**src/rtl/mem_port_arbiter_if.sv**
```systemverilog
// rtl/mem_port_arbiter_if.sv - LSU-side and memory-side buses of the memory port arbiter
// Purpose: bundles the per-requester read/write handshakes and the single
//          memory-controller channel into one interface.
// Signals:
//   req_read_valid/address    LSU read request (per requester)
//   req_read_ready/data       read completion and data back to LSU
//   req_write_valid/address/data  LSU write request
//   req_write_ready           write completion back to LSU
//   mem_read_valid/address, mem_read_ready/data      controller read channel
//   mem_write_valid/address/data, mem_write_ready    controller write channel
// Modports: master = arbiter side, slave = LSUs plus memory controller.
interface mem_port_arbiter_if #(
  parameter int NUM_REQUESTERS = 4,
  parameter int ADDR_BITS      = 8,
  parameter int DATA_BITS      = 8
);
  logic [NUM_REQUESTERS-1:0] req_read_valid;
  logic [ADDR_BITS-1:0]      req_read_address  [NUM_REQUESTERS];
  logic [NUM_REQUESTERS-1:0] req_read_ready;
  logic [DATA_BITS-1:0]      req_read_data     [NUM_REQUESTERS];
  logic [NUM_REQUESTERS-1:0] req_write_valid;
  logic [ADDR_BITS-1:0]      req_write_address [NUM_REQUESTERS];
  logic [DATA_BITS-1:0]      req_write_data    [NUM_REQUESTERS];
  logic [NUM_REQUESTERS-1:0] req_write_ready;

  logic                      mem_read_valid;
  logic [ADDR_BITS-1:0]      mem_read_address;
  logic                      mem_read_ready;
  logic [DATA_BITS-1:0]      mem_read_data;
  logic                      mem_write_valid;
  logic [ADDR_BITS-1:0]      mem_write_address;
  logic [DATA_BITS-1:0]      mem_write_data;
  logic                      mem_write_ready;

  modport master (
    input  req_read_valid, req_read_address, req_write_valid, req_write_address,
           req_write_data, mem_read_ready, mem_read_data, mem_write_ready,
    output req_read_ready, req_read_data, req_write_ready,
           mem_read_valid, mem_read_address, mem_write_valid, mem_write_address,
           mem_write_data
  );

  modport slave (
    output req_read_valid, req_read_address, req_write_valid, req_write_address,
           req_write_data, mem_read_ready, mem_read_data, mem_write_ready,
    input  req_read_ready, req_read_data, req_write_ready,
           mem_read_valid, mem_read_address, mem_write_valid, mem_write_address,
           mem_write_data
  );
endinterface

```
**src/rtl/mem_port_arbiter.sv**
```systemverilog
// rtl/mem_port_arbiter.sv - round-robin arbiter sharing one memory channel among LSUs
// Purpose: serialises LSU read/write requests onto a single memory-controller
//          channel and relays ready/read data back to the granted requester.
// Ports:
//   clk       clock
//   reset     asynchronous active-high reset
//   bus       mem_port_arbiter_if.master (LSU handshakes + memory channel)
//   busy      high whenever the FSM is not IDLE
//   grant_id  requester currently served (0 when idle)
module mem_port_arbiter #(
  parameter int NUM_REQUESTERS = 4,
  parameter int ADDR_BITS      = 8,
  parameter int DATA_BITS      = 8,
  parameter int ID_BITS        = (NUM_REQUESTERS > 1) ? $clog2(NUM_REQUESTERS) : 1
) (
  input  logic               clk,
  input  logic               reset,
  mem_port_arbiter_if.master bus,
  output logic               busy,
  output logic [ID_BITS-1:0] grant_id
);
  localparam int N = NUM_REQUESTERS;
  localparam logic [ID_BITS-1:0] LAST_ID = ID_BITS'(N - 1);

  typedef enum logic [1:0] {IDLE, READ_WAIT, WRITE_WAIT, RELAY} state_t;

  state_t               state_q, state_d;
  logic [ID_BITS-1:0]   rr_ptr_q, rr_ptr_d;
  logic [ID_BITS-1:0]   grant_q, grant_d;
  logic                 busy_q, busy_d;
  logic                 is_read_q, is_read_d;
  logic                 mrv_q, mrv_d;
  logic                 mwv_q, mwv_d;
  logic [ADDR_BITS-1:0] mra_q, mra_d;
  logic [ADDR_BITS-1:0] mwa_q, mwa_d;
  logic [DATA_BITS-1:0] mwd_q, mwd_d;
  logic [N-1:0]         rrdy_q, rrdy_d;
  logic [N-1:0]         wrdy_q, wrdy_d;
  logic [DATA_BITS-1:0] rdat_q [N];
  logic [DATA_BITS-1:0] rdat_d [N];

  logic                 found;
  logic [ID_BITS-1:0]   winner;
  logic [ID_BITS-1:0]   cand;
  logic                 relay_valid;

  // Round-robin scan starting at rr_ptr; the first requester with any pending
  // request wins.
  always_comb begin
    found  = 1'b0;
    winner = '0;
    cand   = '0;
    for (int k = 0; k < N; k++) begin
      cand = ID_BITS'((int'(rr_ptr_q) + k) % N);
      if (!found && (bus.req_read_valid[cand] || bus.req_write_valid[cand])) begin
        found  = 1'b1;
        winner = cand;
      end
    end
  end

  // RELAY waits on the valid that matches the operation actually served, so a
  // still-pending write behind a finished read does not stall the exit.
  assign relay_valid = is_read_q ? bus.req_read_valid[grant_q]
                                 : bus.req_write_valid[grant_q];

  // State register plus all registered outputs.
  always_ff @(posedge clk or posedge reset) begin
    if (reset) begin
      state_q   <= IDLE;
      rr_ptr_q  <= '0;
      grant_q   <= '0;
      busy_q    <= 1'b0;
      is_read_q <= 1'b0;
      mrv_q     <= 1'b0;
      mwv_q     <= 1'b0;
      mra_q     <= '0;
      mwa_q     <= '0;
      mwd_q     <= '0;
      rrdy_q    <= '0;
      wrdy_q    <= '0;
      for (int i = 0; i < N; i++) rdat_q[i] <= '0;
    end else begin
      state_q   <= state_d;
      rr_ptr_q  <= rr_ptr_d;
      grant_q   <= grant_d;
      busy_q    <= busy_d;
      is_read_q <= is_read_d;
      mrv_q     <= mrv_d;
      mwv_q     <= mwv_d;
      mra_q     <= mra_d;
      mwa_q     <= mwa_d;
      mwd_q     <= mwd_d;
      rrdy_q    <= rrdy_d;
      wrdy_q    <= wrdy_d;
      rdat_q    <= rdat_d;
    end
  end

  // Next-state logic.
  always_comb begin
    state_d = state_q;
    case (state_q)
      IDLE:       if (found) state_d = bus.req_read_valid[winner] ? READ_WAIT : WRITE_WAIT;
      READ_WAIT:  if (bus.mem_read_ready) state_d = RELAY;
      WRITE_WAIT: if (bus.mem_write_ready) state_d = RELAY;
      RELAY:      if (!relay_valid) state_d = IDLE;
      default:    state_d = IDLE;
    endcase
  end

  // Next values of the registered outputs. Memory ready outside a WAIT state
  // falls through to the hold defaults and is therefore ignored.
  always_comb begin
    rr_ptr_d  = rr_ptr_q;
    grant_d   = grant_q;
    busy_d    = busy_q;
    is_read_d = is_read_q;
    mrv_d     = mrv_q;
    mwv_d     = mwv_q;
    mra_d     = mra_q;
    mwa_d     = mwa_q;
    mwd_d     = mwd_q;
    rrdy_d    = rrdy_q;
    wrdy_d    = wrdy_q;
    rdat_d    = rdat_q;
    case (state_q)
      IDLE: begin
        if (found) begin
          grant_d = winner;
          busy_d  = 1'b1;
          // Read takes priority; a simultaneous write stays pending for a later grant.
          if (bus.req_read_valid[winner]) begin
            is_read_d = 1'b1;
            mrv_d     = 1'b1;
            mra_d     = bus.req_read_address[winner];
          end else begin
            is_read_d = 1'b0;
            mwv_d     = 1'b1;
            mwa_d     = bus.req_write_address[winner];
            mwd_d     = bus.req_write_data[winner];
          end
        end
      end
      READ_WAIT: begin
        if (bus.mem_read_ready) begin
          mrv_d           = 1'b0;
          rdat_d[grant_q] = bus.mem_read_data;
          rrdy_d[grant_q] = 1'b1;
        end
      end
      WRITE_WAIT: begin
        if (bus.mem_write_ready) begin
          mwv_d           = 1'b0;
          wrdy_d[grant_q] = 1'b1;
        end
      end
      RELAY: begin
        if (!relay_valid) begin
          rrdy_d   = '0;
          wrdy_d   = '0;
          rr_ptr_d = (grant_q == LAST_ID) ? '0 : grant_q + ID_BITS'(1);
          busy_d   = 1'b0;
          grant_d  = '0;
        end
      end
      default: ;
    endcase
  end

  assign busy                  = busy_q;
  assign grant_id              = grant_q;
  assign bus.mem_read_valid    = mrv_q;
  assign bus.mem_read_address  = mra_q;
  assign bus.mem_write_valid   = mwv_q;
  assign bus.mem_write_address = mwa_q;
  assign bus.mem_write_data    = mwd_q;
  assign bus.req_read_ready    = rrdy_q;
  assign bus.req_write_ready   = wrdy_q;
  assign bus.req_read_data     = rdat_q;
endmodule

```
**src/flat_wrapper.sv**
```systemverilog
// flat-port wrapper written by rule: the top's interface ports become plain ports
module mem_port_arbiter_flat 
#(
  parameter int NUM_REQUESTERS = 4,
  parameter int ADDR_BITS      = 8,
  parameter int DATA_BITS      = 8,
  parameter int ID_BITS        = (NUM_REQUESTERS > 1) ? $clog2(NUM_REQUESTERS) : 1
)
  (clk, reset, busy, grant_id, bus_req_read_valid, bus_req_read_address, bus_req_write_valid, bus_req_write_address, bus_req_write_data, bus_mem_read_ready, bus_mem_read_data, bus_mem_write_ready, bus_req_read_ready, bus_req_read_data, bus_req_write_ready, bus_mem_read_valid, bus_mem_read_address, bus_mem_write_valid, bus_mem_write_address, bus_mem_write_data);
  mem_port_arbiter_if #(.NUM_REQUESTERS(NUM_REQUESTERS), .ADDR_BITS(ADDR_BITS), .DATA_BITS(DATA_BITS)) bus_i ();
  input  logic clk;
  input  logic reset;
  output logic busy;
  output logic [ID_BITS-1:0] grant_id;
  input wire logic [$bits(bus_i.req_read_valid)-1:0] bus_req_read_valid;
  input wire logic [$bits(bus_i.req_read_address)-1:0] bus_req_read_address;
  input wire logic [$bits(bus_i.req_write_valid)-1:0] bus_req_write_valid;
  input wire logic [$bits(bus_i.req_write_address)-1:0] bus_req_write_address;
  input wire logic [$bits(bus_i.req_write_data)-1:0] bus_req_write_data;
  input wire logic [$bits(bus_i.mem_read_ready)-1:0] bus_mem_read_ready;
  input wire logic [$bits(bus_i.mem_read_data)-1:0] bus_mem_read_data;
  input wire logic [$bits(bus_i.mem_write_ready)-1:0] bus_mem_write_ready;
  output wire logic [$bits(bus_i.req_read_ready)-1:0] bus_req_read_ready;
  output wire logic [$bits(bus_i.req_read_data)-1:0] bus_req_read_data;
  output wire logic [$bits(bus_i.req_write_ready)-1:0] bus_req_write_ready;
  output wire logic [$bits(bus_i.mem_read_valid)-1:0] bus_mem_read_valid;
  output wire logic [$bits(bus_i.mem_read_address)-1:0] bus_mem_read_address;
  output wire logic [$bits(bus_i.mem_write_valid)-1:0] bus_mem_write_valid;
  output wire logic [$bits(bus_i.mem_write_address)-1:0] bus_mem_write_address;
  output wire logic [$bits(bus_i.mem_write_data)-1:0] bus_mem_write_data;
  assign bus_i.req_read_valid = bus_req_read_valid;
  assign bus_i.req_read_address = {>>{bus_req_read_address}};
  assign bus_i.req_write_valid = bus_req_write_valid;
  assign bus_i.req_write_address = {>>{bus_req_write_address}};
  assign bus_i.req_write_data = {>>{bus_req_write_data}};
  assign bus_i.mem_read_ready = bus_mem_read_ready;
  assign bus_i.mem_read_data = bus_mem_read_data;
  assign bus_i.mem_write_ready = bus_mem_write_ready;
  assign bus_req_read_ready = bus_i.req_read_ready;
  assign bus_req_read_data = {>>{bus_i.req_read_data}};
  assign bus_req_write_ready = bus_i.req_write_ready;
  assign bus_mem_read_valid = bus_i.mem_read_valid;
  assign bus_mem_read_address = bus_i.mem_read_address;
  assign bus_mem_write_valid = bus_i.mem_write_valid;
  assign bus_mem_write_address = bus_i.mem_write_address;
  assign bus_mem_write_data = bus_i.mem_write_data;
  mem_port_arbiter #(.NUM_REQUESTERS(NUM_REQUESTERS), .ADDR_BITS(ADDR_BITS), .DATA_BITS(DATA_BITS), .ID_BITS(ID_BITS)) u_core (.clk(clk), .reset(reset), .bus(bus_i), .busy(busy), .grant_id(grant_id));
endmodule
```
**config.mk**
```make
export PLATFORM = sky130hd
export DESIGN_NAME = mem_port_arbiter_flat
export DESIGN_NICKNAME = d
export VERILOG_FILES = /design/src/rtl/mem_port_arbiter_if.sv /design/src/rtl/mem_port_arbiter.sv /design/src/flat_wrapper.sv
export SDC_FILE = /design/constraint.sdc
export NUM_CORES = 1
export LEC_CHECK = 0
export CAP_MARGIN = 15
export CORE_ASPECT_RATIO = 1.4
export CORE_MARGIN = 2
export CORE_UTILIZATION = 45
export CTS_BUF_LIST = sky130_fd_sc_hd__clkbuf_8
export DETAILED_ROUTE_END_ITERATION = 7
export PLACE_DENSITY = 0.86
export SYNTH_ARGS = -nofsm -noshare
export SYNTH_HDL_FRONTEND = slang
export SYNTH_SLANG_ARGS = --single-unit
export TNS_END_PERCENT = 30
```
**constraint.sdc**
```tcl
create_clock -name clk -period 5.4 [get_ports clk]
set_clock_uncertainty 0.1 [all_clocks]
set_input_delay 0.54 -clock clk [delete_from_list [all_inputs] [get_ports clk]]
set_output_delay 0.54 -clock clk [all_outputs]
set_load 0.005 [all_outputs]
```
# == Word level (Yosys, flattened, before mapping) ==
# Cells that the tools add are included.
# word_totals
regBits,74
out_inout_bits,69
elab_cells,146
# op_classes
addsub,4
n_lt_le_gt_ge,10
eq_ne,10
mux,71
bitwise_logic,6
n_reduce_logical,29
# op_table
cell,count
$mux W8,7
$bmux W8 S2,3
$bwmux W32,1
$mux W1,26
$bmux W1 S2,11
$mux W2,11
$lt A2 B3 Y1 const B,6
$demux W8 S2,1
$pmux W4 S2,2
$reduce_and A3 Y1,5
$mux W4,3
$reduce_and A4 Y1,3
$reduce_bool A2 Y1,5
$ne A2 B2 Y1 const B,4
$or A4 B4 Y4,2
$pmux W2 S4,1
$eq A2 B2 Y1 const B,3
$ge A3 B3 Y1 const B,2
$not A2 Y3,2
$pmux W1 S2,3
$reduce_and A2 Y1,3
$logic_and A1 B1 Y1,5
$add A2 B1 Y2 const B,2
$add A2 B2 Y2 const B,2
other kinds (10),17

# == Longest topological paths before layout ==
# Gate-level depths: netlist (run 1).
# logic_depth
ltp_word,18
mapped_depth,7
depth_no_buf,6

# == Least setup slack after synthesis (run 1) ==
# Ideal clock, no wire load.
# synth_timing
path_kind,in2reg
from,input bus_req_read_valid[1]
to,register u_core.mwa_q[0] (netlist: u_core.bus.mem_write_address[0])
arrival_time_ns,2.325
t_required_ns,5.173
setup_slack_ns,2.847
cell_stages,7
path_cell_list,or2_1 or3_1 and3_1 a211o_1 a21oi_4 buf_6 mux2_1
# synth_between
elab_chain_len,17
# synth_lines
item,line_no,text
"start, declared",flat_wrapper.sv:15,input wire logic [$bits(bus_i.req_read_valid)-1:0] bus_req_read_valid;
$bmux W1 S2,mem_port_arbiter.sv:55,if (!found && (bus.req_read_valid[cand] || bus.req_write_valid[cand])) begin
$mux W1 (implied by the code),mem_port_arbiter.sv:55,
$logic_or A1 B1 Y1,mem_port_arbiter.sv:55,
$mux W1,mem_port_arbiter.sv:55,
$logic_not A1 Y1,mem_port_arbiter.sv:55,
$logic_and A1 B1 Y1,mem_port_arbiter.sv:55,
$mux W1,mem_port_arbiter.sv:55,
$logic_not A1 Y1,mem_port_arbiter.sv:55,
$logic_and A1 B1 Y1,mem_port_arbiter.sv:55,
$mux W1,mem_port_arbiter.sv:55,
$logic_not A1 Y1,mem_port_arbiter.sv:55,
$logic_and A1 B1 Y1,mem_port_arbiter.sv:55,
$mux W2,mem_port_arbiter.sv:55,
$bmux W1 S2 or $not A2 Y3 (tied branches),"mem_port_arbiter.sv:133, mem_port_arbiter.sv:140",
$mux W1 (implied by the code) or $bmux W8 S2 (tied branches),"mem_port_arbiter.sv:133, mem_port_arbiter.sv:140",
$not A1 Y1 (no line) or $mux W8 (tied branches),n/a,
$reduce_and A3 Y1 (no line) or $mux W8 (tied branches),n/a,
"end signal, assigned",mem_port_arbiter.sv:92,mwa_q <= mwa_d;
"end, declared",mem_port_arbiter.sv:35,"logic [ADDR_BITS-1:0] mwa_q, mwa_d;"
# Several ways; a longest one is shown, not always the timed one. The select of a mux whose other input is x is not followed.
# A chain may end at the register's enable or synchronous reset.

# == Worst setup path after layout (run 1) ==
# layout_timing
from,input bus_req_read_valid[2]
to,register u_core.mwa_q[0] (netlist: u_core.bus.mem_write_address[0])
# Same word-level chain as after synthesis.

==> results of run 1 <==
==> power groups by stage <==
stage	sequential, µW	combinational [µW]	clock (µW)
floorplan	971	798	0
CTS	971	1560	542
finish	971	1540	533
detailed placement	978	1550	0
global route	1000	1690	560
global placement	965	1510	0
==> cell type report <==
cell class              count  area share
repair buffers            186       0.299
clock inverters             6      0.0182
clock buffers              10      0.0222
inverters                  11     0.00666
well taps                 105      0.0212
flip-flops and latches     74       0.299
multi-input cells         229       0.334
==> final timing paths <==
kind                                                       from                              end  slack, ns
worst min-delay path                                      reset     u_core.bus.req_read_data[10]       0.37
max in group asynchronous                                 reset    u_core.bus.req_write_ready[3]       3.79
worst min register to register  u_core.bus.mem_write_address[5]  u_core.bus.mem_write_address[5]       0.38
worst max register to register               u_core.rr_ptr_q[1]  u_core.bus.mem_write_address[0]       2.82
min in group clk                u_core.bus.mem_write_address[5]  u_core.bus.mem_write_address[5]       0.38
worst max-delay path                      bus_req_read_valid[2]  u_core.bus.mem_write_address[0]       2.48
==> stage by stage <==
step | util | setup WS (ns)
after global routing | 0.716 | 2.30
after floorplan | - | 2.85
after CTS | 0.716 | 2.48
final | 0.716 | 2.48
after global placement | 0.687 | 2.16
after detailed placement | 0.687 | 2.11
==> sequential cells by signal (all words and copies together), names as in the netlist, 2 cells and up <==
name / count
u_core.grant_id: 2
u_core.state_q: 2
u_core.bus.mem_write_address: 8
u_core.bus.req_write_ready: 4
u_core.rr_ptr_q: 2
u_core.bus.mem_read_address: 8
u_core.bus.req_read_ready: 4
u_core.bus.req_read_data: 32
u_core.bus.mem_write_data: 8
==> metal layers <==
| metal | routed length [µm] | track usage | vias to the layer above |
|---|---|---|---|
| li1 | - | - | 1571 |
| met1 | 4290 | 0.250 | 1617 |
| met2 | 5720 | 0.412 | 165 |
| met3 | 1100 | 0.0890 | 20 |
| met4 | 230 | 0.0828 | 0 |
| met5 | 0 | 0 | - |
==> cells by family after synthesis <==
| family | share of synthesized area |
|---|---|
| AO/OA/AOI/OAI | 0.0790 |
| flip-flops | 0.460 |
| multiplexers | 0.355 |
| AND/OR/NAND/NOR | 0.0491 |
| adder cells (fa/ha/maj) | 0.0280 |
| buffers and inverters | 0.0292 |
==> layout by cell type, fill, tap and decap left out, drive strengths merged, types with 3 or more instances in the layout <==
cell,synthesis,layout
clkdlybuf4s50,0,184
mux2i,74,74
dfrtp,74,74
mux2,57,57
o21ai,13,13
nand2,12,12
inv,11,12
nor2,10,10
clkbuf,5,10
ha,9,9
nand3,7,7
a31oi,7,7
and3,5,5
o21a,4,4
a21oi,4,4
a211o,3,3
a21o,3,3
a211oi,3,3
bufinv,0,3
==> results.yml, run 1 <==
clock_network:
  cts_max_level: 3
  cts_tree: "done"
  clock_path_buffers: 2
  cts_buffers: 9
  cts_sinks: 74
  cts-resized-gates: 0
  clkTransAtPathRegs_ns: 0.08
  post_cts_buffers: 0
  clk_latency_ns: 0.35
  hold_buffers: 0
  root_buffer: "clkbuf_8"
yosys:
  async_reset_ff_frac: 1.00
  syn_inst: 328
  yosysTopAreaCell: "dfrtp_1"
  synthFlopType: "dfrtp_1"
  synth_top_area_frac: 0.460
  synthTopCellsByArea: "dfrtp_1 46%, mux2i_1 18%, mux2_2 9.2%"
  syn_avg_cell_area_um2: 12.3
  ys_ff_latch: 74
  seq_area_frac_synth: 0.460
  synthesis.area_mm2: 0.00403
  synth_edf_count: 0
  yosys-top-cells-count: "74 x dfrtp_1, 74 x mux2i_1, 33 x mux2_2"
  yosysWarnings: 0
  synth_nets: 453
  synth_cell_types: 36
final_layout:
  fillers: 627
  layout.area.seq_mm2: 0.00185
  final_nets: 636
  drive_gt1_frac: 0.112
  antenna_cells: 0
  fin_cells: 621
  final_area_mm2: 0.00620
  area_delta_synth_final_pct: 54.0
  multi_input_area_mm2: 0.00207
critical_path:
  path_class: "input pin to flop"
  slowest_delay_ns: 0.59
  critical_path_depth: 7
  end_kind: "flop"
  path_cells: "clkdlybuf4s50_1 > nor2_1 > or3_1 > and3_1 > a211o_1 > a21oi_4 > mux2_1"
  crit_slowest_cell: "clkdlybuf4s50_1"
  cp.required_ns: 5.53
  rr_worst_depth: 6
  critPathTopFamily: "compound AO/OA/AOI/OAI gates"
  path_buf_inv: 1
  startpoint_type: "input pin"
  path_max_fanout: 16
  arrival_ns: 3.05
routing:
  wl_mm: 11.3
  dr.pass1.iters: 4
  route.detailed.drc: 0
  drtAntennaViolNets: 0
  vias_per_cell: 5.43
  drtIter0Drc: 223
  vias: 3373
  detail_route.wl_per_cell_um: 18.2
floorplanning:
  fp-row-count: 40
  fp.dieW_um: 83.9
  core-area_mm2: 0.00866
  die_height_um: 116
  die-area_mm2: 0.00973
  io_pins: 185
  initial_utilization: 0.465
power_and_ir_drop:
  static-leakage-power_uw: 0.00269
  p_total_uw: 3050
  seq_power_share: 0.318
  p_int_uw: 2040
  pwr-share-clk: 0.175
  netSwitchingPower_uw: 1010
  peakVddDrop_mv: 0.356
  pwr-share-comb: 0.507
  switching_share: 0.332
  power_density_mw_per_mm2: 492
global_routing:
  grt_pass1_wl_mm: 17.6
  grt_max_degree: 59
  grt.overflow.total: 0
  grt_pass1_vias: 3530
  grt_antenna_before_repair: 0
  track_usage: 0.231
timing:
  slew-limit-headroom: 0.449
  setup_tns_ns: 0
  worst_pin_slew_ns: 0.826
  drv_slew: 0
  min_period_ns: 2.92
  rsz0062_at_grt: "no"
  max_freq_mhz: 343
  setup_viol: 0
  finalCritPeriodShare: 0.541
  hold_viol_final: 0
  holdWs_ns: 0.368
place:
  place_congestion: 0.855
  placed_cells: 605
  placedInstanceArea_mm2: 0.00595
  numPortBuffers: 184
  dp_hpwl_mm: 8.61
status:
  run_status: "finished, final reports clean"
flow_run:
  cap_violations: 0
min_path:
  hold_path.class: "input pin to async pin"
Note: power is estimated with default switching activity, not from simulation.
==> run 2, diff against run 1 <==
Settings changed: CORE_UTILIZATION 45 to 43, PLACE_DENSITY 0.86 to 0.83.
Clock period 5.4 ns to 2.83 ns, I/O delays scaled along.
==> run 2 against run 1 <==
Net effect: the flow now finishes with violations (DRC); first-iteration DRC count decreased by 38%; utilization decreased by 2.6 points; count of clock-buffer cells in the layout increased by 2; largest power group unchanged; routed wire length decreased by 0.34%; global-route usage decreased by 0.54 points; cell area increased by 1.1%; critical path type unchanged; sequential share of layout area decreased by 0.32 points; register-to-register slack got worse by 2.5 ns; largest cell class unchanged; worst setup slack got worse by 2.2 ns.
==> results.yml, run 2 (same netlist as run 1, synthesis figures left out) <==
routing:
  route.detailed.drc: 15
  drtAntennaViolNets: 0
  dr.pass1.iters: 6
  wl_mm: 11.3
  vias_per_cell: 5.46
  vias: 3432
  drtIter0Drc: 138
  detail_route.wl_per_cell_um: 18.0
floorplanning:
  initial_utilization: 0.443
  fp-row-count: 41
  die_height_um: 118
  fp.dieW_um: 85.8
  io_pins: 185
  core-area_mm2: 0.00908
  die-area_mm2: 0.0102
clock_network:
  clock_path_buffers: 2
  cts_tree: "done"
  hold_buffers: 0
  cts_buffers: 9
  cts_sinks: 74
  root_buffer: "clkbuf_8"
  clkTransAtPathRegs_ns: 0.08
  post_cts_buffers: 0
  cts-resized-gates: 0
  cts_max_level: 3
  clk_latency_ns: 0.35
global_routing:
  grt.overflow.total: 0
  grt_antenna_before_repair: 0
  track_usage: 0.225
  grt_pass1_vias: 3774
  grt_max_degree: 52
  grt_pass1_wl_mm: 18.1
timing:
  slew-limit-headroom: 0.628
  setup_slack_ns: 0.284
  hold_viol_final: 0
  setup_tns_ns: 0
  max_freq_mhz: 393
  setup_viol: 0
  finalCritPeriodShare: 0.900
  min_period_ns: 2.55
  worst_pin_slew_ns: 0.557
  drv_slew: 0
  rsz0062_at_grt: "no"
place:
  numPortBuffers: 184
  dp_hpwl_mm: 8.68
  pre_cts_ws_ns: -0.0241
  place_congestion: 0.809
power_and_ir_drop:
  peakVddDrop_mv: 0.695
  static-leakage-power_uw: 0.00272
  power_density_mw_per_mm2: 922
  p_total_uw: 5780
critical_path:
  path_max_fanout: 9
  reg2reg_slack_ns: 0.35
  r2r-start: "u_core.rr_ptr_q[1]"
  path_class: "input pin to flop"
  cp.required_ns: 2.96
  arrival_ns: 2.67
  end_kind: "flop"
  cp-startpoint: "bus_req_write_valid[1]"
  startpoint_type: "input pin"
final_layout:
  antenna_cells: 0
  area_delta_synth_final_pct: 55.7
  largest_reg_flops: 32
  final_nets: 642
  drive_gt1_frac: 0.123
  post-route-util: 0.690
  final_common_cell: "clkdlybuf4s50_1"
  final_cell_mix: "184 x clkdlybuf4s50_1, 74 x mux2i_1, 74 x dfrtp_1"
status:
  run_status: "complete, but fails checks"
  failed_checks: "DRC"
flow_run:
  cap_violations: 0
min_path:
  hold_path.class: "input pin to async pin"
run 2: stage by stage:
step | std cells | hold WS (ns) | area (µm²)
floorplan | 328 | 0.334 | 4030
global placement | 613 | 0.366 | 6050
detailed placement | 613 | 0.374 | 6050
CTS | 629 | 0.198 | 6270
global route | 629 | 0.246 | 6270
finish | 629 | 0.187 | 6270
run 2: worst max-delay path: stages:
cell             delay (ns)
clkdlybuf4s50_1        0.45
or2_1                  0.24
or3_1                  0.36
nand3_1                0.22
a211o_1                0.30
and3_1                 0.44
mux2_1                 0.37
run 2: area by class of cell:
cell class	count	area, µm²
fillers	697	2810
multi-input cells	229	2070
repair buffers	192	1950
flip-flops and latches	74	1850
clock buffers	12	165
well taps	107	134
clock inverters	4	55.1
inverters	11	41.3
run 2: path summary, 6_finish.rpt:
kind | endpoint | cells past startpoint
worst max register to register | u_core.bus.mem_read_address[3] | 5
worst min-delay path | u_core.bus.req_read_data[12] | 2
worst max-delay path | u_core.bus.mem_read_address[3] | 7
worst min register to register | u_core.bus.mem_write_data[5] | 1
max in group asynchronous | u_core.is_read_q | 3
min in group clk | u_core.bus.mem_write_data[5] | 1
run 2: routing by layer:
metal,up-vias,share of wire,GRT usage
met3,21,0.11,0.0845
met4,0,0.022,0.0883
met5,-,0,0
met1,1668,0.34,0.228
met2,159,0.53,0.409
li1,1584,-,-
run 2: power breakdown:
part           internal [µW]  switching, µW  total (µW)
clock                    486            401         886
combinational           1800           1250        3050
sequential              1540            307        1850
total                   3830           1950        5780
